### src/rtl/credit_link_sender_pkg.sv
// Shared constants for the credit link sender: flit width, flit type codes
// and the packet-tracker state encoding.
package credit_link_sender_pkg;
    localparam int DW      = 32;
    localparam int PKT_LEN = 4;

    localparam logic [1:0] HEAD = 2'b01;
    localparam logic [1:0] BODY = 2'b10;
    localparam logic [1:0] TAIL = 2'b11;

    typedef enum logic {PKT_IDLE, PKT_ACTIVE} pkt_state_t;

    // Flit type lives in the top two bits of every flit.
    function automatic logic [1:0] flit_type(input logic [DW-1:0] f);
        return f[DW-1:DW-2];
    endfunction
endpackage

### src/rtl/credit_link_sender_if.sv
// Upstream flit handshake, credit-return link and status bundle of the sender.
interface credit_link_sender_if
    import credit_link_sender_pkg::*;
#(
    parameter int CNT_W = 5
) ();
    logic             valid_i;
    logic [DW-1:0]    data_i;
    logic             ready_o;
    logic             valid_o;
    logic [DW-1:0]    data_o;
    logic             credit_upd_i;
    logic [CNT_W-1:0] credit_cnt_o;
    logic             pkt_active_o;
    logic             err_o;

    modport slave (
        input  valid_i, data_i, credit_upd_i,
        output ready_o, valid_o, data_o, credit_cnt_o, pkt_active_o, err_o
    );

    modport master (
        output valid_i, data_i, credit_upd_i,
        input  ready_o, valid_o, data_o, credit_cnt_o, pkt_active_o, err_o
    );
endinterface

### src/rtl/link_flit_fifo.sv
// Synchronous non-FWFT flit FIFO; rd_data is a register that holds between reads,
// head exposes the entry at the read pointer for lookahead decode.
module link_flit_fifo #(
    parameter int W     = 32,
    parameter int DEPTH = 8,
    localparam int AW   = $clog2(DEPTH)
) (
    input  logic          clk,
    input  logic          rst,
    input  logic          wr_en,
    input  logic [W-1:0]  wr_data,
    input  logic          rd_en,
    output logic [W-1:0]  rd_data,
    output logic [W-1:0]  head,
    output logic          full,
    output logic          empty,
    output logic [AW:0]   count
);
    logic [W-1:0]  mem [DEPTH];
    logic [AW-1:0] wp, rp;
    logic          wr, rd;

    assign full  = (count == (AW+1)'(DEPTH));
    assign empty = (count == '0);
    assign wr    = wr_en & ~full;
    assign rd    = rd_en & ~empty;
    assign head  = mem[rp];

    always_ff @(posedge clk) begin
        if (wr) mem[wp] <= wr_data;
    end

    always_ff @(posedge clk) begin
        if (rst) begin
            wp      <= '0;
            rp      <= '0;
            count   <= '0;
            rd_data <= '0;
        end else begin
            if (wr) wp <= wp + AW'(1);
            if (rd) begin
                rd_data <= mem[rp];
                rp      <= rp + AW'(1);
            end
            case ({wr, rd})
                2'b10:   count <= count + (AW+1)'(1);
                2'b01:   count <= count - (AW+1)'(1);
                default: count <= count;
            endcase
        end
    end
endmodule

### src/rtl/credit_link_sender.sv
// Credit-based flit transmitter: local FIFO, downstream credit counter,
// registered link output and HEAD/BODY/TAIL order checker.
module credit_link_sender
    import credit_link_sender_pkg::*;
#(
    parameter int DEPTH   = 8,
    parameter int CREDITS = 16,
    parameter int CNT_W   = 5
) (
    input  logic                  clk,
    input  logic                  rst,
    credit_link_sender_if.slave   bus
);
    localparam int AW = $clog2(DEPTH);

    logic             full, empty, pop;
    logic [AW:0]      fifo_count;
    logic [DW-1:0]    head, rd_data;
    logic [CNT_W-1:0] credit_cnt;
    logic [CNT_W:0]   cr_sum;
    logic             overflow, order_err, valid_q, err_q;
    pkt_state_t       pkt_q, pkt_nxt;

    link_flit_fifo #(.W(DW), .DEPTH(DEPTH)) u_fifo (
        .clk     (clk),
        .rst     (rst),
        .wr_en   (bus.valid_i),
        .wr_data (bus.data_i),
        .rd_en   (pop),
        .rd_data (rd_data),
        .head    (head),
        .full    (full),
        .empty   (empty),
        .count   (fifo_count)
    );

    // Credits returned this cycle only become usable next cycle.
    assign pop      = ~empty & (credit_cnt != '0);
    assign cr_sum   = {1'b0, credit_cnt} - (CNT_W+1)'(pop) + (CNT_W+1)'(bus.credit_upd_i);
    assign overflow = (cr_sum > (CNT_W+1)'(CREDITS));

    always_comb begin
        pkt_nxt   = pkt_q;
        order_err = 1'b0;
        if (pop) begin
            case (flit_type(head))
                HEAD: begin
                    order_err = (pkt_q == PKT_ACTIVE);
                    pkt_nxt   = PKT_ACTIVE;
                end
                BODY: order_err = (pkt_q == PKT_IDLE);
                TAIL: begin
                    order_err = (pkt_q == PKT_IDLE);
                    pkt_nxt   = PKT_IDLE;
                end
                default: ;
            endcase
        end
    end

    always_ff @(posedge clk) begin
        if (rst) begin
            valid_q    <= 1'b0;
            credit_cnt <= CNT_W'(CREDITS);
            pkt_q      <= PKT_IDLE;
            err_q      <= 1'b0;
        end else begin
            valid_q    <= pop;
            credit_cnt <= overflow ? CNT_W'(CREDITS) : cr_sum[CNT_W-1:0];
            pkt_q      <= pkt_nxt;
            err_q      <= err_q | overflow | order_err;
        end
    end

    a_full_count: assert property (@(posedge clk) disable iff (rst)
        full == (fifo_count == (AW+1)'(DEPTH)));

    assign bus.ready_o      = ~full;
    assign bus.valid_o      = valid_q;
    assign bus.data_o       = rd_data;
    assign bus.credit_cnt_o = credit_cnt;
    assign bus.pkt_active_o = (pkt_q == PKT_ACTIVE);
    assign bus.err_o        = err_q;
endmodule

### src/flat_wrapper.sv
// flat-port wrapper written by rule: the top's interface ports become plain ports
module credit_link_sender_flat import credit_link_sender_pkg::*;
#(
    parameter int DEPTH   = 8,
    parameter int CREDITS = 16,
    parameter int CNT_W   = 5
)
  (clk, rst, bus_valid_i, bus_data_i, bus_credit_upd_i, bus_ready_o, bus_valid_o, bus_data_o, bus_credit_cnt_o, bus_pkt_active_o, bus_err_o);
  credit_link_sender_if #(.CNT_W(CNT_W)) bus_i ();
  input  logic clk;
  input  logic rst;
  input wire logic [$bits(bus_i.valid_i)-1:0] bus_valid_i;
  input wire logic [$bits(bus_i.data_i)-1:0] bus_data_i;
  input wire logic [$bits(bus_i.credit_upd_i)-1:0] bus_credit_upd_i;
  output wire logic [$bits(bus_i.ready_o)-1:0] bus_ready_o;
  output wire logic [$bits(bus_i.valid_o)-1:0] bus_valid_o;
  output wire logic [$bits(bus_i.data_o)-1:0] bus_data_o;
  output wire logic [$bits(bus_i.credit_cnt_o)-1:0] bus_credit_cnt_o;
  output wire logic [$bits(bus_i.pkt_active_o)-1:0] bus_pkt_active_o;
  output wire logic [$bits(bus_i.err_o)-1:0] bus_err_o;
  assign bus_i.valid_i = bus_valid_i;
  assign bus_i.data_i = bus_data_i;
  assign bus_i.credit_upd_i = bus_credit_upd_i;
  assign bus_ready_o = bus_i.ready_o;
  assign bus_valid_o = bus_i.valid_o;
  assign bus_data_o = bus_i.data_o;
  assign bus_credit_cnt_o = bus_i.credit_cnt_o;
  assign bus_pkt_active_o = bus_i.pkt_active_o;
  assign bus_err_o = bus_i.err_o;
  credit_link_sender #(.DEPTH(DEPTH), .CREDITS(CREDITS), .CNT_W(CNT_W)) u_core (.clk(clk), .rst(rst), .bus(bus_i));
endmodule
### config.mk
export PLATFORM = sky130hd
export DESIGN_NAME = credit_link_sender_flat
export DESIGN_NICKNAME = d
export VERILOG_FILES = /design/src/rtl/credit_link_sender_pkg.sv /design/src/rtl/credit_link_sender_if.sv /design/src/rtl/link_flit_fifo.sv /design/src/rtl/credit_link_sender.sv /design/src/flat_wrapper.sv
export SDC_FILE = /design/constraint.sdc
export NUM_CORES = 1
export LEC_CHECK = 0
export CAP_MARGIN = 10
export CORE_MARGIN = 1.5
export CORE_UTILIZATION = 45
export CTS_BUF_LIST = sky130_fd_sc_hd__clkbuf_8
export DETAILED_ROUTE_END_ITERATION = 12
export PLACE_DENSITY = 0.78
export SETUP_SLACK_MARGIN = 0.5
export SKIP_CTS_REPAIR_TIMING = 1
export SLEW_MARGIN = 20
export SYNTH_ARGS = -nofsm -noshare
export SYNTH_HDL_FRONTEND = slang
export SYNTH_SLANG_ARGS = --single-unit
### constraint.sdc
create_clock -name clk -period 4.85 [get_ports clk]
set_input_delay 1.455 -clock clk [delete_from_list [all_inputs] [get_ports clk]]
set_output_delay 1.455 -clock clk [all_outputs]
set_load 0.05 [all_outputs]
==> impl_results.md <==
- Top-level I/O count: 77
- GRT Overall Usage: 17.1%
- Number of nets still failing antenna checks after routing: 0
- Design internal power: ~0.0052 W
- Worst ir drop on vdd: around 0.50 mV
- Total detailed-routing wirelength: about 22000 µm
- Number of global-route vias before repair: roughly 6300
- Biggest area consumer among synthesized cells: sky130_fd_sc_hd__edfxtp_1
- Startpoint kind of the worst setup timing path: flop
- Iteration count of the initial detailed-routing pass: 4
- Post-synthesis instance total: 611
- Switching part of the total power: 32.7%
- Kind of path behind the tightest hold check: flop to flop
- Number of register bits inferred by synthesis: between 300 and 400
- Fraction of final layout cells sized beyond drive strength 1: roughly a fifth
- Share of the yosys chip area belonging to registers: between 70% and 80%
- Die Y-Extent: roughly 160 µm
- Leading cell types by total area after synthesis: sky130_fd_sc_hd__edfxtp_1 65%, sky130_fd_sc_hd__mux4_2 12%, sky130_fd_sc_hd__dfxtp_1 9.0%
- Largest driver fanout on the critical path: 5
- Fraction of power consumed by sequential logic: between 40 and 50%
- Register clock-pin slew on the reported worst setup and hold paths: 0.06 ns
- Final Skew: around 0.01 ns
- Die X-Extent: around 160 µm
- Total negative setup slack: 0 ns
- Total grt overflow: 0
- Number of slew-limit violations in the final report: 0
- Starting density of the core: 46.3%
- Headroom to the max-slew limit: around 30%
- Fraction of the mapped netlist area in adder cells: under 10%
- Worst Path Required: roughly 3.4 ns
- Post-route DRC violation count: 0
- Synthesized Nets: between 600 and 700
- Share of async-settable or async-resettable flops after synthesis: 0%
- Post-synth top flop: sky130_fd_sc_hd__edfxtp_1
- Standard-cell rows: slightly below 60
- EDFF count, synth: approximately 260
- Min cycle time layout: approximately 3.6 ns
- Type of the worst setup path: flop to output pin
- Number of CTS-inserted buffers: 47
- Pwr dens: between 500 and 600 nW/µm²
- Combinational power share: 30.0%
- Die area: 27100 µm²
- Multiplexer share of the synthesized area: 15.1%
- Data arrival, critical path: ~2.1 ns
- Transition time of the tightest slew-check pin: about 1.1 ns
- Compound-gate portion of the synthesized area: ~3.1%
- Placeable core area: about 25000 µm²
- Leakage power of the design: ~4.5 nW
- IO Port Bufs: 76
- Multi-input gate area in the final layout: 2890 µm²
- DP Wirelength: ~13000 µm
- Initial antenna violation count: 1
- Storage element area: around 8800 µm²
- CP Cell Sequence: nor3_1 > nand2_1 > clkdlybuf4s50_1
- Detailed router's first-iteration violation count: roughly 410
- Synthesized-area fraction occupied by xor and xnor cells: 0.745%
- Syn Area/Cell: around 19 µm²
- Final worst path period share: between 70% and 80%
- Area growth syn-to-layout: 18.1%
- Synth Cell Area: around 12000 µm²
- Delay of the slowest cell on the worst path: roughly 0.85 ns
- Number of hold-slack violations in the final timing report: 0
- Final RePlAce weighted congestion: 0.788
- Area of placed instances: about 13000 µm²
- Cell with the biggest individual delay on the critical path: sky130_fd_sc_hd__clkdlybuf4s50_1
- Drt via density: 5.38
- Maximum number of pins on one net before global-route repair: 67
- Result of the run: completed
- Filler Cells Inserted: 1918
- Routed wirelength normalized by instance count: ~20 µm
- Net Sw Power: about 0.0025 W
- Number of distinct standard cells referenced by the synthesized netlist: between 40 and 50
- Global-route wire length before repair: 34600 µm
- Simple-gate area share of the yosys netlist: roughly 3.5%
- Maximum count of clock buffers along a single path: 3
- Setup repair after global routing missed its margin: no
- Largest family of logic cells by synthesized area: multiplexers
- Part of the power in the clock network: around 26%
- Vias after detailed routing: a little under 6000
- Area share of the largest cell type after synthesis: 65.4%
- Number of clock sinks: between 300 and 400
- Insertion delay to the later sink of the worst-skew pair: approximately 0.55 ns
- CTS tree: yes
- CP endpoint kind: output pin
- Timing-limited maximum frequency: between 0.2 and 0.3 GHz
- MaxCap Viol Count: 0
- Final layout net count: ~770
- Non-Filler Cell Area, Final: approximately 14000 µm²
- Number of setup violations in the final report: 0
- H-tree levels: 2
- Clock root buffer master: sky130_fd_sc_hd__clkbuf_8
- Syn. warnings: 0
## per-stage QoR
step           hold slack, ns  setup slack (ns)  cells  utilization (%)  total power, W
4_1_cts                 0.501              1.24   1084             54.5         0.00777
5_1_grt                 0.527              1.20   1086             54.6         0.00808
2_1_floorplan           0.482             0.497    611                -         0.00512
3_3_place_gp            0.479              1.06    998             51.1         0.00569
3_5_place_dp            0.493             0.985    998             51.1         0.00579
6_report                0.497              1.27   1086             54.6         0.00769
## power by group through the flow
stage	logic, W	registers [W]	clock network, W
finish	0.00230	0.00341	0.00197
global route	0.00249	0.00346	0.00213
CTS	0.00232	0.00342	0.00202
detailed placement	0.00232	0.00347	0
global placement	0.00224	0.00345	0
floorplan	0.00139	0.00374	0
## flip-flops by register name, indices dropped and copies added, names as in the netlist, named ones only
name and count:
u_core.bus.credit_cnt_o 5, u_core.bus.err_o 1, u_core.bus.pkt_active_o 1, u_core.bus.valid_o 1
u_core.u_fifo.count 4, u_core.u_fifo.mem 256, u_core.u_fifo.rd_data 32, u_core.u_fifo.rp 3
u_core.u_fifo.wp 3
## area by class of cell
class | instances | share of cell area (%)
clock buffer | 48 | 4.76
sequential | 309 | 63.1
clock inverter | 38 | 1.52
tap | 330 | 2.98
timing repair buffer | 88 | 6.51
inverter | 11 | 0.298
antenna | 1 | 0.0180
multi-input combinational | 261 | 20.8
## cell usage after synthesis, types with 2 or more instances
| cell | number |
|---|---|
| sky130_fd_sc_hd__or3_1 | 2 |
| sky130_fd_sc_hd__xor2_1 | 6 |
| sky130_fd_sc_hd__buf_4 | 6 |
| sky130_fd_sc_hd__mux2i_1 | 36 |
| sky130_fd_sc_hd__inv_1 | 11 |
| sky130_fd_sc_hd__ha_1 | 12 |
| sky130_fd_sc_hd__dfxtp_1 | 53 |
| sky130_fd_sc_hd__nor3_1 | 7 |
| sky130_fd_sc_hd__buf_2 | 3 |
| sky130_fd_sc_hd__nor3b_1 | 2 |
| sky130_fd_sc_hd__o31a_1 | 2 |
| sky130_fd_sc_hd__xnor2_1 | 4 |
| sky130_fd_sc_hd__o21ai_0 | 3 |
| sky130_fd_sc_hd__a21oi_1 | 7 |
| sky130_fd_sc_hd__nand2_1 | 7 |
| sky130_fd_sc_hd__nor4b_1 | 2 |
| sky130_fd_sc_hd__mux4_2 | 61 |
| sky130_fd_sc_hd__nand3_1 | 4 |
| sky130_fd_sc_hd__edfxtp_1 | 256 |
| sky130_fd_sc_hd__buf_1 | 9 |
| sky130_fd_sc_hd__a211oi_1 | 32 |
| sky130_fd_sc_hd__fa_1 | 2 |
| sky130_fd_sc_hd__clkbuf_1 | 12 |
| sky130_fd_sc_hd__nor2_1 | 52 |
| sky130_fd_sc_hd__nor2b_1 | 3 |
| sky130_fd_sc_hd__nand2b_1 | 2 |
## placed cells by master (no fill, tap or decap), types with 3 or more instances in the layout
| cell type | netlist | final |
|---|---|---|
| sky130_fd_sc_hd__buf_12 | 0 | 3 |
| sky130_fd_sc_hd__a211oi_1 | 32 | 32 |
| sky130_fd_sc_hd__nand2_1 | 7 | 7 |
| sky130_fd_sc_hd__nor2_1 | 52 | 48 |
| sky130_fd_sc_hd__nor2b_1 | 3 | 3 |
| sky130_fd_sc_hd__nor3_1 | 7 | 3 |
| sky130_fd_sc_hd__a21oi_1 | 7 | 7 |
| sky130_fd_sc_hd__buf_4 | 6 | 8 |
| sky130_fd_sc_hd__xnor2_1 | 4 | 4 |
| sky130_fd_sc_hd__clkinv_1 | 0 | 15 |
| sky130_fd_sc_hd__nor3_2 | 0 | 4 |
| sky130_fd_sc_hd__dfxtp_1 | 53 | 50 |
| sky130_fd_sc_hd__clkdlybuf4s50_1 | 0 | 75 |
| sky130_fd_sc_hd__inv_1 | 11 | 24 |
| sky130_fd_sc_hd__clkbuf_8 | 0 | 48 |
| sky130_fd_sc_hd__mux2i_1 | 36 | 36 |
| sky130_fd_sc_hd__clkinv_2 | 0 | 6 |
| sky130_fd_sc_hd__edfxtp_1 | 256 | 256 |
| sky130_fd_sc_hd__mux4_2 | 61 | 61 |
| sky130_fd_sc_hd__o21ai_0 | 3 | 3 |
| sky130_fd_sc_hd__ha_1 | 12 | 12 |
| sky130_fd_sc_hd__xor2_1 | 6 | 6 |
| sky130_fd_sc_hd__nor2_4 | 0 | 4 |
| sky130_fd_sc_hd__nand3_1 | 4 | 4 |
## worst max-delay path: cells and delay by family (launching register included)
| kind | cells | cell delay [ns] |
|---|---|---|
| AND/OR/NAND/NOR | 2 | 0.28 |
| buffers and inverters | 1 | 0.85 |
| flip-flops | 1 | 0.44 |
## per-layer routing
metal	GRT usage [%]	routed length [µm]
met1	21.5	9210
met2	29.7	11600
met3	3.16	1060
met4	5.94	392
met5	0	0
## logic make-up (layout without fill, tap and decap cells)
family | Yosys count | after routing
compound gates | 51 | 51
xor+xnor | 10 | 10
fa+ha+maj | 14 | 14
buf+inv | 41 | 185
flops | 309 | 309
mux | 99 | 99
other cells | 0 | 1
simple gates | 87 | 87
## worst paths after layout
kind | startpoint | endpoint | slack, ns | cells past startpoint
worst min-delay path | u_core.u_fifo.rd_data[24] | u_core.u_fifo.rd_data[24] | 0.50 | 2
worst max-delay path | u_core.u_fifo.count[0] | bus_ready_o | 1.27 | 3
worst max register to register | u_core.bus.credit_cnt_o[2] | u_core.bus.credit_cnt_o[2] | 1.69 | 12
worst min register to register | u_core.u_fifo.rd_data[24] | u_core.u_fifo.rd_data[24] | 0.50 | 2
(Power assumes the default switching activity.)
